**config.mk**
```make
export PLATFORM = sky130hd
export DESIGN_NAME = ps_hit_counter
export DESIGN_NICKNAME = d
export VERILOG_FILES = /design/src/rtl/ps_hit_counter.sv
export SDC_FILE = /design/constraint.sdc
export NUM_CORES = 1
export LEC_CHECK = 0
export ABC_CLOCK_PERIOD_IN_PS = 1600
export BUFFER_PORTS_ARGS = -buffer_cell sky130_fd_sc_hd__buf_2
export CORE_ASPECT_RATIO = 0.5
export CORE_UTILIZATION = 46
export DETAILED_ROUTE_END_ITERATION = 12
export PLACE_DENSITY = 0.76
export SLEW_MARGIN = 20
export SYNTH_ARGS = -nofsm -noshare
export SYNTH_HDL_FRONTEND = slang
export SYNTH_SLANG_ARGS = --single-unit
```
**constraint.sdc**
```tcl
create_clock -name clk -period 1.6 [get_ports clk]
set_input_delay 0.48 -clock clk [delete_from_list [all_inputs] [get_ports clk]]
set_output_delay 0.48 -clock clk [all_outputs]
set_load 0.05 [all_outputs]
```
**src/rtl/ps_hit_counter.sv**
```systemverilog
// rtl/ps_hit_counter.sv - two-digit BCD hit counter with sticky wrap flag and seven-segment outputs
module ps_hit_counter #(
    parameter bit SEG_ACTIVE_LOW = 1'b1,
    parameter bit BLANK_LEADING  = 1'b1
) (
    input  logic       clk,
    input  logic       reset,
    input  logic       hit,
    input  logic       en,
    input  logic       clr,
    input  logic       mode_edge,
    output logic [7:0] cnt_bcd,
    output logic       ovf,
    output logic [7:0] seg0,
    output logic [7:0] seg1
);

    localparam logic [7:0] SEG_MASK  = SEG_ACTIVE_LOW ? 8'hFF : 8'h00;
    localparam logic [7:0] SEG_BLANK = SEG_MASK;
    localparam logic [7:0] SEG_ZERO  = 8'h3F ^ SEG_MASK;
    localparam logic [7:0] SEG1_RST  = BLANK_LEADING ? SEG_BLANK : SEG_ZERO;

    logic       hit_d_q, hit_d_d;
    logic [7:0] cnt_q, cnt_d;
    logic       ovf_q, ovf_d;
    logic [7:0] seg0_q, seg0_d;
    logic [7:0] seg1_q, seg1_d;
    logic       inc;

    // dp (bit 7) stays off; polarity applied by the final XOR
    function automatic logic [7:0] seg_enc(input logic [3:0] digit);
        logic [6:0] pat;
        case (digit)
            4'd0:    pat = 7'h3F;
            4'd1:    pat = 7'h06;
            4'd2:    pat = 7'h5B;
            4'd3:    pat = 7'h4F;
            4'd4:    pat = 7'h66;
            4'd5:    pat = 7'h6D;
            4'd6:    pat = 7'h7D;
            4'd7:    pat = 7'h07;
            4'd8:    pat = 7'h7F;
            4'd9:    pat = 7'h6F;
            default: pat = 7'h00;
        endcase
        return {1'b0, pat} ^ SEG_MASK;
    endfunction

    always_comb begin
        hit_d_d = hit;
        inc     = en & (mode_edge ? (hit & ~hit_d_q) : hit);
        cnt_d   = cnt_q;
        ovf_d   = ovf_q;
        if (clr) begin
            cnt_d = 8'h00;
            ovf_d = 1'b0;
        end else if (inc) begin
            if (cnt_q[3:0] == 4'd9) begin
                cnt_d[3:0] = 4'd0;
                if (cnt_q[7:4] == 4'd9) begin
                    cnt_d[7:4] = 4'd0;
                    ovf_d      = 1'b1;
                end else begin
                    cnt_d[7:4] = cnt_q[7:4] + 4'd1;
                end
            end else begin
                cnt_d[3:0] = cnt_q[3:0] + 4'd1;
            end
        end
        seg0_d = seg_enc(cnt_q[3:0]);
        seg1_d = (BLANK_LEADING && (cnt_q[7:4] == 4'd0)) ? SEG_BLANK : seg_enc(cnt_q[7:4]);
    end

    always_ff @(posedge clk or negedge reset) begin
        if (!reset) begin
            hit_d_q <= 1'b0;
            cnt_q   <= 8'h00;
            ovf_q   <= 1'b0;
            seg0_q  <= SEG_ZERO;
            seg1_q  <= SEG1_RST;
        end else begin
            hit_d_q <= hit_d_d;
            cnt_q   <= cnt_d;
            ovf_q   <= ovf_d;
            seg0_q  <= seg0_d;
            seg1_q  <= seg1_d;
        end
    end

    assign cnt_bcd = cnt_q;
    assign ovf     = ovf_q;
    assign seg0    = seg0_q;
    assign seg1    = seg1_q;

endmodule

```
After elaboration in Yosys (flattened, before gate mapping)
Memories as Yosys holds them, arrays and structs flattened.
Index checks and enable logic that the tools add are counted.
W data, S select, Z words.
{"block": "word_totals", "regBits": 26, "rom_bits": 224, "input_bits": 6, "output_inout_bits": 25, "wordCells": 34, "memories": 2}
{"block": "classes", "add_sub_neg": 2, "n_eq_ne": 2, "n_mux": 11, "bitwise_logic": 5, "reduce_logical": 6}
{"name": "(no name shown)", "words": 16, "width": 7, "rd": 1, "rd_ports_with_merged_regs": 0, "write_ports": 0, "line_no": "33", "rtl": "case (digit)"}
{"name": "(no name shown)", "words": 16, "width": 7, "rd": 1, "rd_ports_with_merged_regs": 0, "write_ports": 0, "line_no": "33"}
{"op": "$mux W8", "count": 3}
{"op": "$not A7 Y8", "count": 2}
{"op": "$mux W4", "count": 3}
{"op": "$add A4 B1 Y4 const B", "count": 2}
{"op": "$eq A4 B4 Y1 const B", "count": 2}
{"op": "$reduce_bool A2 Y1", "count": 3}
{"op": "$mux W1", "count": 5}
{"op": "$logic_not A4 Y1", "count": 1}
{"op": "$reduce_and A3 Y1", "count": 1}
{"op": "$and A1 B1 Y1", "count": 2}
{"op": "$reduce_and A2 Y1", "count": 1}
{"op": "$not A1 Y1", "count": 1}

Longest topological paths before layout
Gate-level depths: netlist of run 1.
{"block": "logic_depth", "ltp_word": 6, "mapped_depth": 6, "ltp_nobuf": 6}

Least setup slack after synthesis of run 1
No wires, ideal clock.
{"block": "synth_path", "kind": "register -> register", "startpoint": "register cnt_q[1] (netlist: cnt_bcd[1])", "endpoint": "register cnt_q[7] (netlist: cnt_bcd[7])", "setup_ns": 0.122, "arrival_ns": 1.794, "t_required_ns": 1.478, "slack_ns": -0.316, "path_stages_with_launch": 7, "path_buffers": 0, "synth_period_minus_slack_ns": 1.916, "path_cell_list": "dfrtp_1 inv_1 ha_1 nand3b_4 nor3b_4 o21ai_1 a32o_1"}
{"block": "synth_between", "elab_chain_len": 3}
{"item": "start, declared", "line_no": "24", "rtl": "logic [7:0] cnt_q, cnt_d;"}
{"item": "start signal, assigned", "line_no": "83", "rtl": "cnt_q <= cnt_d;"}
{"item": "$eq A4 B4 Y1", "line_no": "58", "rtl": "if (cnt_q[3:0] == 4'd9) begin"}
{"item": "$reduce_bool A2 Y1 (no source line)"}
{"item": "$reduce_and A2 Y1 (no source line)"}
No other way between the ends.
A chain may end at the register's enable or synchronous reset.

Worst setup path in the final report of run 1
{"block": "layout_path", "startpoint": "register cnt_q[2] (netlist: cnt_bcd[2])", "endpoint": "output port cnt_bcd[2]"}
{"item": "end, declared", "line_no": "12", "rtl": "output logic [7:0] cnt_bcd,"}
No word-level cell between the ends.

==> reports/metrics.yaml, run 1 <==
logic_synthesis:
  synth_seq_cells: 24
  synth_top_area_share_pct: 32.6
  synth_warnings: 0
  ys_seq_area_share_pct: 49.7
  synth.cell_area_mm2: 0.00123
  synth_top_area_cell: "dfrtp_1"
  synthArstFlopShare_pct: 100
  synthFlopType: "dfrtp_1"
  synth-edff-count: 0
  synth.area.top_cells: "dfrtp_1 33%, dfstp_2 17%, ha_1 10%"
  synth.distinct_cells: 31
  synthCells: 125
  avgSynthCellArea_um2: 9.83
power_and_ir_drop:
  p_switching_w: 0.000286
  p_int_w: 0.000828
  cellPowerDensity_mw_per_mm2: 727
  leakage_nw: 0.767
  switching_share_pct: 25.7
  vdd.ir_drop.worst_uv: 461
  comb_power_share_pct: 11.2
  pwr-share-clk_pct: 32.7
  p_seq_share_pct: 56.1
worst_setup_path:
  max_stage_delay_ns: 0.37
  end_kind: "output pin"
  path_cells: "buf_4 -> buf_2"
  start_kind: "register"
  cp.required_ns: 1.12
  cp.arrival_ns: 1.08
  crit_slowest_cell: "dfrtp_1"
  crit_fanout: 9
  critPathKind: "reg2out"
clock_tree:
  clockRootBuffer: "clkbuf_8"
  cts_hold_buf: 0
  cts_htree_levels: 1
  cts_tree: "yes"
  clkLatencyLatePin_ns: 0.27
  cts.sinks: 24
  clkTransAtPathRegs_ns: 0.08
  cts_buffers: 3
  clockBufferDepth: 2
cells_and_area:
  area_delta_synth_final_pct: 24.7
  num-fill-cells: 197
  final_area_mm2: 0.00153
  seq_area_um2: 617
  diodes: 0
  layout-drive-gt1-share_pct: 36.4
  layout_common_cells: "26 x buf_2, 17 x nor2_1, 16 x a21oi_1"
  final_common_cell: "buf_2"
  multiInputGateArea_um2: 571
  nNetsFinal: 179
global_routing:
  grt_max_degree: 25
  top_usage_layer: "met2"
  use_met1_pct: 23.7
  grt_pass1_vias: 881
  met2_usage_pct: 32.9
  antenna_found_initial: 0
  overflow: 0
  grt_pass1_wl_mm: 3.87
  grt_util_met3_pct: 5.53
  grt_usage_pct: 19.1
routing:
  antenna_left: 0
  drtIter0Drc: 50
  avgViaCountPerCell: 4.99
  via_count: 984
  drt_wl_total_mm: 2.45
  drc: 0
  drt-pass1-iter-count: 4
  wl_per_cell_um: 12.4
timing:
  max_freq_mhz: 643
  post-route-period-util_pct: 97.2
  period_minus_slack_ns: 1.56
  hold_viol: 0
  final.setup.worst_slack_ns: 0.0448
  slew_viol_final: 0
  finalSetupViolCount: 0
  rsz0062_at_grt: "yes"
  fin_skew_ns: 0.00623
  relSlewSlack_pct: 65.5
  tightest_slew_ns: 0.517
die:
  ios: 31
  dieHeight_um: 38.5
  die_w_um: 75.1
  core_mm2: 0.00237
  rows: 12
  start_util_pct: 51.8
  die_area_mm2: 0.00289
status:
  outcome: "finished clean"
placed_design:
  gp_congestion: 0.908
  port_buffers: 28
  post_dp_cell_area_mm2: 0.00145
  dpl_worst_slack_ns: 0.0261
  dp_hpwl_mm: 1.76
min_path:
  hp-class: "in2async"
flow_run:
  maxCapViolations: 0
[flip-flops by register name, indices dropped and copies added (netlist names)]
register and cells:
hit_d_q 1, ovf 1, seg1 7, cnt_bcd 8
seg0 7
[layer usage]
metal	up-vias	wire length, um
met1	458	1140
met4	0	26
li1	498	-
met5	-	0
met2	23	1200
met3	5	87
[kinds of logic (layout without fill, tap and decap cells)]
kind of cell / Yosys count / after routing / synth area share [%]
AND/OR/NAND/NOR: 43 / 43 / 18.5
flip-flops: 24 / 24 / 49.7
adder cells (fa/ha/maj): 10 / 10 / 10.2
AO/OA/AOI/OAI: 30 / 30 / 14.5
multiplexers: 2 / 2 / 1.63
buffers and inverters: 15 / 51 / 5.19
other: 1 / 2 / 0.305
[power groups by stage]
| stage | clock network [W] | registers, W | logic (W) |
|---|---|---|---|
| floorplan | 0 | 0.000676 | 0.0000470 |
| global placement | 0 | 0.000636 | 0.000121 |
| detailed placement | 0 | 0.000637 | 0.000122 |
| CTS | 0.000376 | 0.000626 | 0.000123 |
| global route | 0.000397 | 0.000628 | 0.000136 |
| finish | 0.000364 | 0.000626 | 0.000125 |
[synthesized netlist by cell type (2+ instances only)]
| library cell | number |
|---|---|
| a211oi_1 | 2 |
| a21oi_1 | 16 |
| buf_4 | 2 |
| clkbuf_1 | 3 |
| dfrtp_1 | 16 |
| dfstp_2 | 8 |
| ha_1 | 10 |
| inv_1 | 10 |
| mux2i_1 | 2 |
| nand2_1 | 7 |
| nand2b_1 | 2 |
| nand3_1 | 4 |
| nor2_1 | 17 |
| nor2b_1 | 2 |
| nor3_1 | 4 |
| o21ai_0 | 4 |
| o22a_1 | 2 |
[final timing paths]
kind,end,depth (start not counted),slack (ns),startpoint
hold reg to reg,ovf,2,0.49,ovf
hold / removal,cnt_bcd[2],1,0.17,reset
min in group clk,hit_d_q,1,0.35,hit
setup / recovery,cnt_bcd[2],2,0.04,cnt_bcd[2]
max in group asynchronous,cnt_bcd[5],1,1.05,reset
setup reg to reg,cnt_bcd[4],7,0.05,cnt_bcd[1]
[layout make-up]
class / instances / area share, %
Sequential cell: 24 / 40.2
Multi-Input combinational cell: 87 / 37.2
Timing Repair Buffer: 37 / 14.1
Clock buffer: 4 / 2.94
Tap cell: 35 / 2.86
Inverter: 10 / 2.61
[metrics by stage]
step / total power, W / TNS (ns) / utilization [%] / cells / hold WS (ns)
after floorplan: 0.000723 / -0.213 / - / 126 / 0.184
after global placement: 0.000757 / 0 / 60.9 / 189 / 0.482
after detailed placement: 0.000759 / 0 / 60.9 / 189 / 0.485
after CTS: 0.00112 / 0 / 62.9 / 193 / 0.196
after global routing: 0.00116 / -0.0274 / 64.6 / 197 / 0.211
final: 0.00111 / 0 / 64.6 / 197 / 0.175
[worst max-delay path, delay by kind of cell (launching register included)]
kind | cells | cell delay, ns
flip-flops | 1 | 0.37
buffers and inverters | 2 | 0.43
[repair_timing]
action | CTS | global route
pin swaps | 0 | 1
setup buffers | 0 | 4
setup endpoints to repair | 1 | 4
gates resized for setup | 1 | 4
Note: power is estimated with default switching activity, not from simulation.
==> run 2: changes to the inputs <==
- CORE_UTILIZATION: 46 -> 40
- PLACE_DENSITY: 0.76 -> 0.68
==> run 2 against run 1 <==
Effect of this change:
- the flow now finishes with violations (setup timing)
- via count shrank 1.0%
- count of clock-buffer cells in the layout unchanged
- flip-flop and latch count unchanged
- combinational power about the same
- die area is 14% higher
- highest routed layer is now met3
- global-route usage fell by 3.6 points
- sequential share of layout area shrank 0.47 points
- largest power group unchanged
- maximum frequency is 4.1% lower
- routed wire length fell by 4.4%
- clock power increased by 11%
- core utilization down 8.3 points
==> reports/metrics.yaml, run 2 (synthesized netlist as in run 1, its figures left out) <==
clock_tree:
  cts_tree: "yes"
  cts.sinks: 24
  cts_buffers: 3
  clockBufferDepth: 2
  cts_htree_levels: 1
  clkLatencyLatePin_ns: 0.26
  clkTransAtPathRegs_ns: 0.08
  clockRootBuffer: "clkbuf_8"
min_path:
  hp-class: "in2async"
cells_and_area:
  diodes: 0
  num-fill-cells: 253
  final_area_mm2: 0.00155
  largest_reg_flops: 8
  multiInputGateArea_um2: 576
  layout_common_cells: "25 x buf_2, 17 x nor2_1, 16 x a21oi_1"
  nNetsFinal: 179
  layout-drive-gt1-share_pct: 37.0
  final_common_cell: "buf_2"
  area_delta_synth_final_pct: 26.0
  seq_area_um2: 616
global_routing:
  grt_usage_pct: 15.6
  overflow: 0
  grt_max_degree: 25
  grt_pass1_wl_mm: 3.66
  grt_pass1_vias: 828
  antenna_found_initial: 0
worst_setup_path:
  crit_slowest_cell: "dfrtp_2"
  max_stage_delay_ns: 0.43
  path_cells: "inv_4 -> ha_4 -> nand3b_4 -> nor3b_4 -> o21ai_1 -> a32o_1"
  cp.arrival_ns: 1.78
  critPathKind: "reg2reg"
  startpoint: "cnt_bcd[1]"
  start_kind: "register"
  cp.required_ns: 1.76
  r2r_start: "cnt_bcd[1]"
  crit_family: "simple AND/OR/NAND/NOR gates"
  crit_fanout: 7
  end_kind: "register"
  crit_buf_inv: 1
  r2r_setup_slack_ns: -0.02
power_and_ir_drop:
  p_switching_w: 0.000283
  switching_share_pct: 24.6
  comb_power_share_pct: 10.7
  cellPowerDensity_mw_per_mm2: 745
  p_seq_share_pct: 54.3
  p_int_w: 0.000870
  leakage_nw: 0.773
  pwr-share-clk_pct: 35.0
  vdd.ir_drop.worst_uv: 354
timing:
  post-route-period-util_pct: 101
  hold_viol: 0
  period_minus_slack_ns: 1.62
  rsz0062_at_grt: "yes"
  tightest_slew_ns: 0.514
  relSlewSlack_pct: 65.8
  finalSetupViolCount: 1
  final.setup.worst_slack_ns: -0.0214
  fin_skew_ns: 0.00246
  slew_viol_final: 0
  max_freq_mhz: 617
placed_design:
  dpl_worst_slack_ns: 0.000444
  port_buffers: 28
  post_dp_cell_area_mm2: 0.00146
  gp_congestion: 0.819
  dp_hpwl_mm: 1.69
die:
  die_area_mm2: 0.00331
  die_w_um: 80.4
  dieHeight_um: 41.2
  core_mm2: 0.00275
  rows: 13
  start_util_pct: 44.7
  ios: 31
routing:
  antenna_left: 0
  drt_wl_total_mm: 2.34
  avgViaCountPerCell: 4.89
  wl_per_cell_um: 11.7
  drt-pass1-iter-count: 4
  drtIter0Drc: 27
  drc: 0
  via_count: 974
flow_run:
  maxCapViolations: 0
status:
  violations: "setup timing"
  outcome: "finished, violations left"
## run 2: power by group through the flow
stage          Sequential (W)  Clock (W)  Combinational (W)
3_3_place_gp         0.000636          0           0.000121
3_5_place_dp         0.000637          0           0.000121
2_1_floorplan        0.000676          0          0.0000470
5_1_grt              0.000628   0.000453           0.000135
4_1_cts              0.000626   0.000421           0.000121
6_report             0.000626   0.000404           0.000123
## run 2: cell type report
cell class                      count  share of cell area, %
Inverter                           10                   2.59
Timing Repair Buffer               37                   13.9
Tap cell                           37                   2.99
Sequential cell                    24                   39.8
Multi-Input combinational cell     87                   37.2
Clock buffer                        4                   3.56
## run 2: worst reg2reg max path, delay by kind of cell (launching register included)
family | cells | cell delay, ns
adders and majority gates | 1 | 0.14
DFF | 1 | 0.43
buffers and inverters | 1 | 0.07
AOI/OAI and AO/OA | 2 | 0.40
and+or+nand+nor | 2 | 0.48
## run 2: worst paths after layout
| kind | end | cells past startpoint |
|---|---|---|
| setup reg to reg | cnt_bcd[7] | 6 |
| hold reg to reg | ovf | 2 |
| setup / recovery | cnt_bcd[7] | 6 |
| max in group asynchronous | cnt_bcd[5] | 1 |
| hold / removal | hit_d_q | 1 |
| min in group clk | hit_d_q | 1 |
## run 2: stage by stage
| stage | hold WS [ns] | setup TNS [ns] | utilization, % | instances | power [W] |
|---|---|---|---|---|---|
| 6_report | 0.174 | -0.0214 | 56.3 | 199 | 0.00115 |
| 5_1_grt | 0.212 | -0.0957 | 56.3 | 199 | 0.00122 |
| 4_1_cts | 0.201 | 0 | 54.9 | 196 | 0.00117 |
| 3_5_place_dp | 0.484 | 0 | 52.9 | 192 | 0.000758 |
| 3_3_place_gp | 0.485 | 0 | 52.9 | 192 | 0.000758 |
| 2_1_floorplan | 0.184 | -0.213 | - | 126 | 0.000723 |
## run 2: metal layers
metal | up-vias | track usage [%] | routed length (um)
met4 | 0 | 5.36 | 0
li1 | 494 | - | -
met1 | 454 | 18.8 | 1140
met3 | 0 | 4.00 | 67
met2 | 26 | 28.4 | 1130
met5 | - | 0 | 0
## run 2: what timing repair did
action | in CTS | in global routing
buffers inserted | 0 | 3
gates resized for setup | 0 | 5
cloned | 0 | 0
hold buffers | 0 | 0
endpoints found under the setup margin | 1 | 7
pin swaps | 1 | 2
==> run 3: changes to the inputs <==
- CTS_BUF_LIST: default -> sky130_fd_sc_hd__clkbuf_16
==> run 3 against run 2 <==
Effect of this change:
- the flow still finishes with violations (setup timing)
- core utilization is 0.41 points higher
- count of clock-buffer cells in the layout is 1 lower
- register-to-register slack hardly changed
- sequential share of layout area is 0.29 points lower
- critical endpoint unchanged
==> reports/metrics.yaml, run 3 (synthesized netlist as in run 1, its figures left out) <==
status:
  outcome: "finished, violations left"
  violations: "setup timing"
clock_tree:
  cts_htree_levels: 1
  cts.sinks: 24
  cts_buffers: 3
  cts_tree: "yes"
  clkTransAtPathRegs_ns: 0.06
  clockBufferDepth: 2
  clkLatencyLatePin_ns: 0.25
  clockRootBuffer: "clkbuf_16"
  cts_hold_buf: 0
die:
  ios: 31
  rows: 13
  dieHeight_um: 41.2
  die_area_mm2: 0.00331
  core_mm2: 0.00275
  die_w_um: 80.4
  start_util_pct: 44.7
cells_and_area:
  largest_reg_flops: 8
  num-fill-cells: 248
  layout-drive-gt1-share_pct: 36.0
  nNetsFinal: 178
  area_delta_synth_final_pct: 26.9
  seq_area_um2: 616
  multiInputGateArea_um2: 576
  diodes: 0
  layout_common_cells: "27 x buf_2, 17 x nor2_1, 16 x a21oi_1"
  final_common_cell: "buf_2"
global_routing:
  overflow: 0
  grt_pass1_wl_mm: 3.68
  grt_max_degree: 25
  antenna_found_initial: 0
  grt_pass1_vias: 838
  grt_usage_pct: 15.7
power_and_ir_drop:
  cellPowerDensity_mw_per_mm2: 824
  vdd.ir_drop.worst_uv: 373
  leakage_nw: 0.779
  p_total_w: 0.00128
timing:
  finalSetupViolCount: 1
  post-route-period-util_pct: 101
  timing.hold.ws_ns: 0.195
  rsz0062_at_grt: "yes"
  tightest_slew_ns: 0.519
  final.setup.worst_slack_ns: -0.0164
  slew_viol_final: 0
  relSlewSlack_pct: 65.4
  hold_viol: 0
  max_freq_mhz: 619
  period_minus_slack_ns: 1.62
  fin_skew_ns: 0.00291
routing:
  drc: 0
  drt-pass1-iter-count: 4
  wl_per_cell_um: 11.8
  drt_wl_total_mm: 2.33
  drtIter0Drc: 41
  avgViaCountPerCell: 5.06
  antenna_left: 0
  via_count: 1001
worst_setup_path:
  cp.required_ns: 1.74
  cp.arrival_ns: 1.76
  end_kind: "register"
  critPathKind: "reg2reg"
  start_kind: "register"
  crit_fanout: 7
min_path:
  hp-class: "in2async"
flow_run:
  maxCapViolations: 0
placed_design:
  dp_hpwl_mm: 1.69
  port_buffers: 28
  gp_congestion: 0.819
-- run 3: changes by cell type in the layout (fill, tap and decap cells not counted), sizes merged --
| cell | previous run | this run |
|---|---|---|
| buf | 34 | 35 |
| clkbuf | 7 | 4 |
| clkinv | 0 | 1 |
-- run 3: layout make-up --
class | instances | area share [%]
Clock buffer | 3 | 4.82
Timing Repair Buffer | 36 | 13.0
Sequential cell | 24 | 39.5
Multi-Input combinational cell | 87 | 36.9
Tap cell | 37 | 2.97
Inverter | 10 | 2.57
Clock inverter | 1 | 0.241
-- run 3: path summary, 6_finish.rpt --
path                            start          to  slack, ns  depth (start not counted)
max                        cnt_bcd[1]  cnt_bcd[7]      -0.02                          6
min                             reset     hit_d_q       0.20                          1
max reg2reg                cnt_bcd[1]  cnt_bcd[7]      -0.02                          6
min reg2reg                       ovf         ovf       0.49                          2
max in group asynchronous       reset  cnt_bcd[5]       1.03                          1
min in group clk                  hit     hit_d_q       0.36                          1
-- run 3: what timing repair did --
action | 4_1_cts | 5_1_grt
endpoints found under the hold margin | 0 | 0
setup endpoints to repair | 1 | 4
buffers inserted | 0 | 2
resized for setup | 0 | 3
pin swaps | 1 | 2
-- run 3: power breakdown --
group | internal [W] | total (W) | switching [W]
registers | 0.000620 | 0.000627 | 0.00000636
logic | 0.0000311 | 0.000123 | 0.0000922
clock network | 0.000334 | 0.000535 | 0.000201
-- run 3: layer usage --
metal | vias up | global-route usage (%) | part of all wire, %
met2 | 33 | 28.2 | 47
li1 | 494 | - | -
met1 | 474 | 18.7 | 48
met3 | 0 | 4.00 | 4.6
met5 | - | 0 | 0
met4 | 0 | 7.14 | 0
-- run 3: per-stage QoR --
step | instances | TNS (ns) | utilization (%) | cell area, um^2 | worst slack [ns]
finish | 198 | -0.0164 | 56.7 | 1560 | -0.0164
global route | 198 | -0.0751 | 56.7 | 1560 | -0.0583
CTS | 196 | 0 | 55.8 | 1530 | 0.0118
detailed placement | 192 | 0 | 52.9 | 1460 | 0.000444
global placement | 192 | 0 | 52.9 | 1460 | 0.0508
floorplan | 126 | -0.213 | - | 1250 | -0.0985
-- run 3: worst max-delay path, cell delays in order (launching register included) --
cell,delay (ns)
dfrtp_2,0.42
inv_4,0.07
ha_4,0.13
nand3b_4,0.10
nor3b_4,0.38
o21ai_1,0.13
a32o_1,0.27
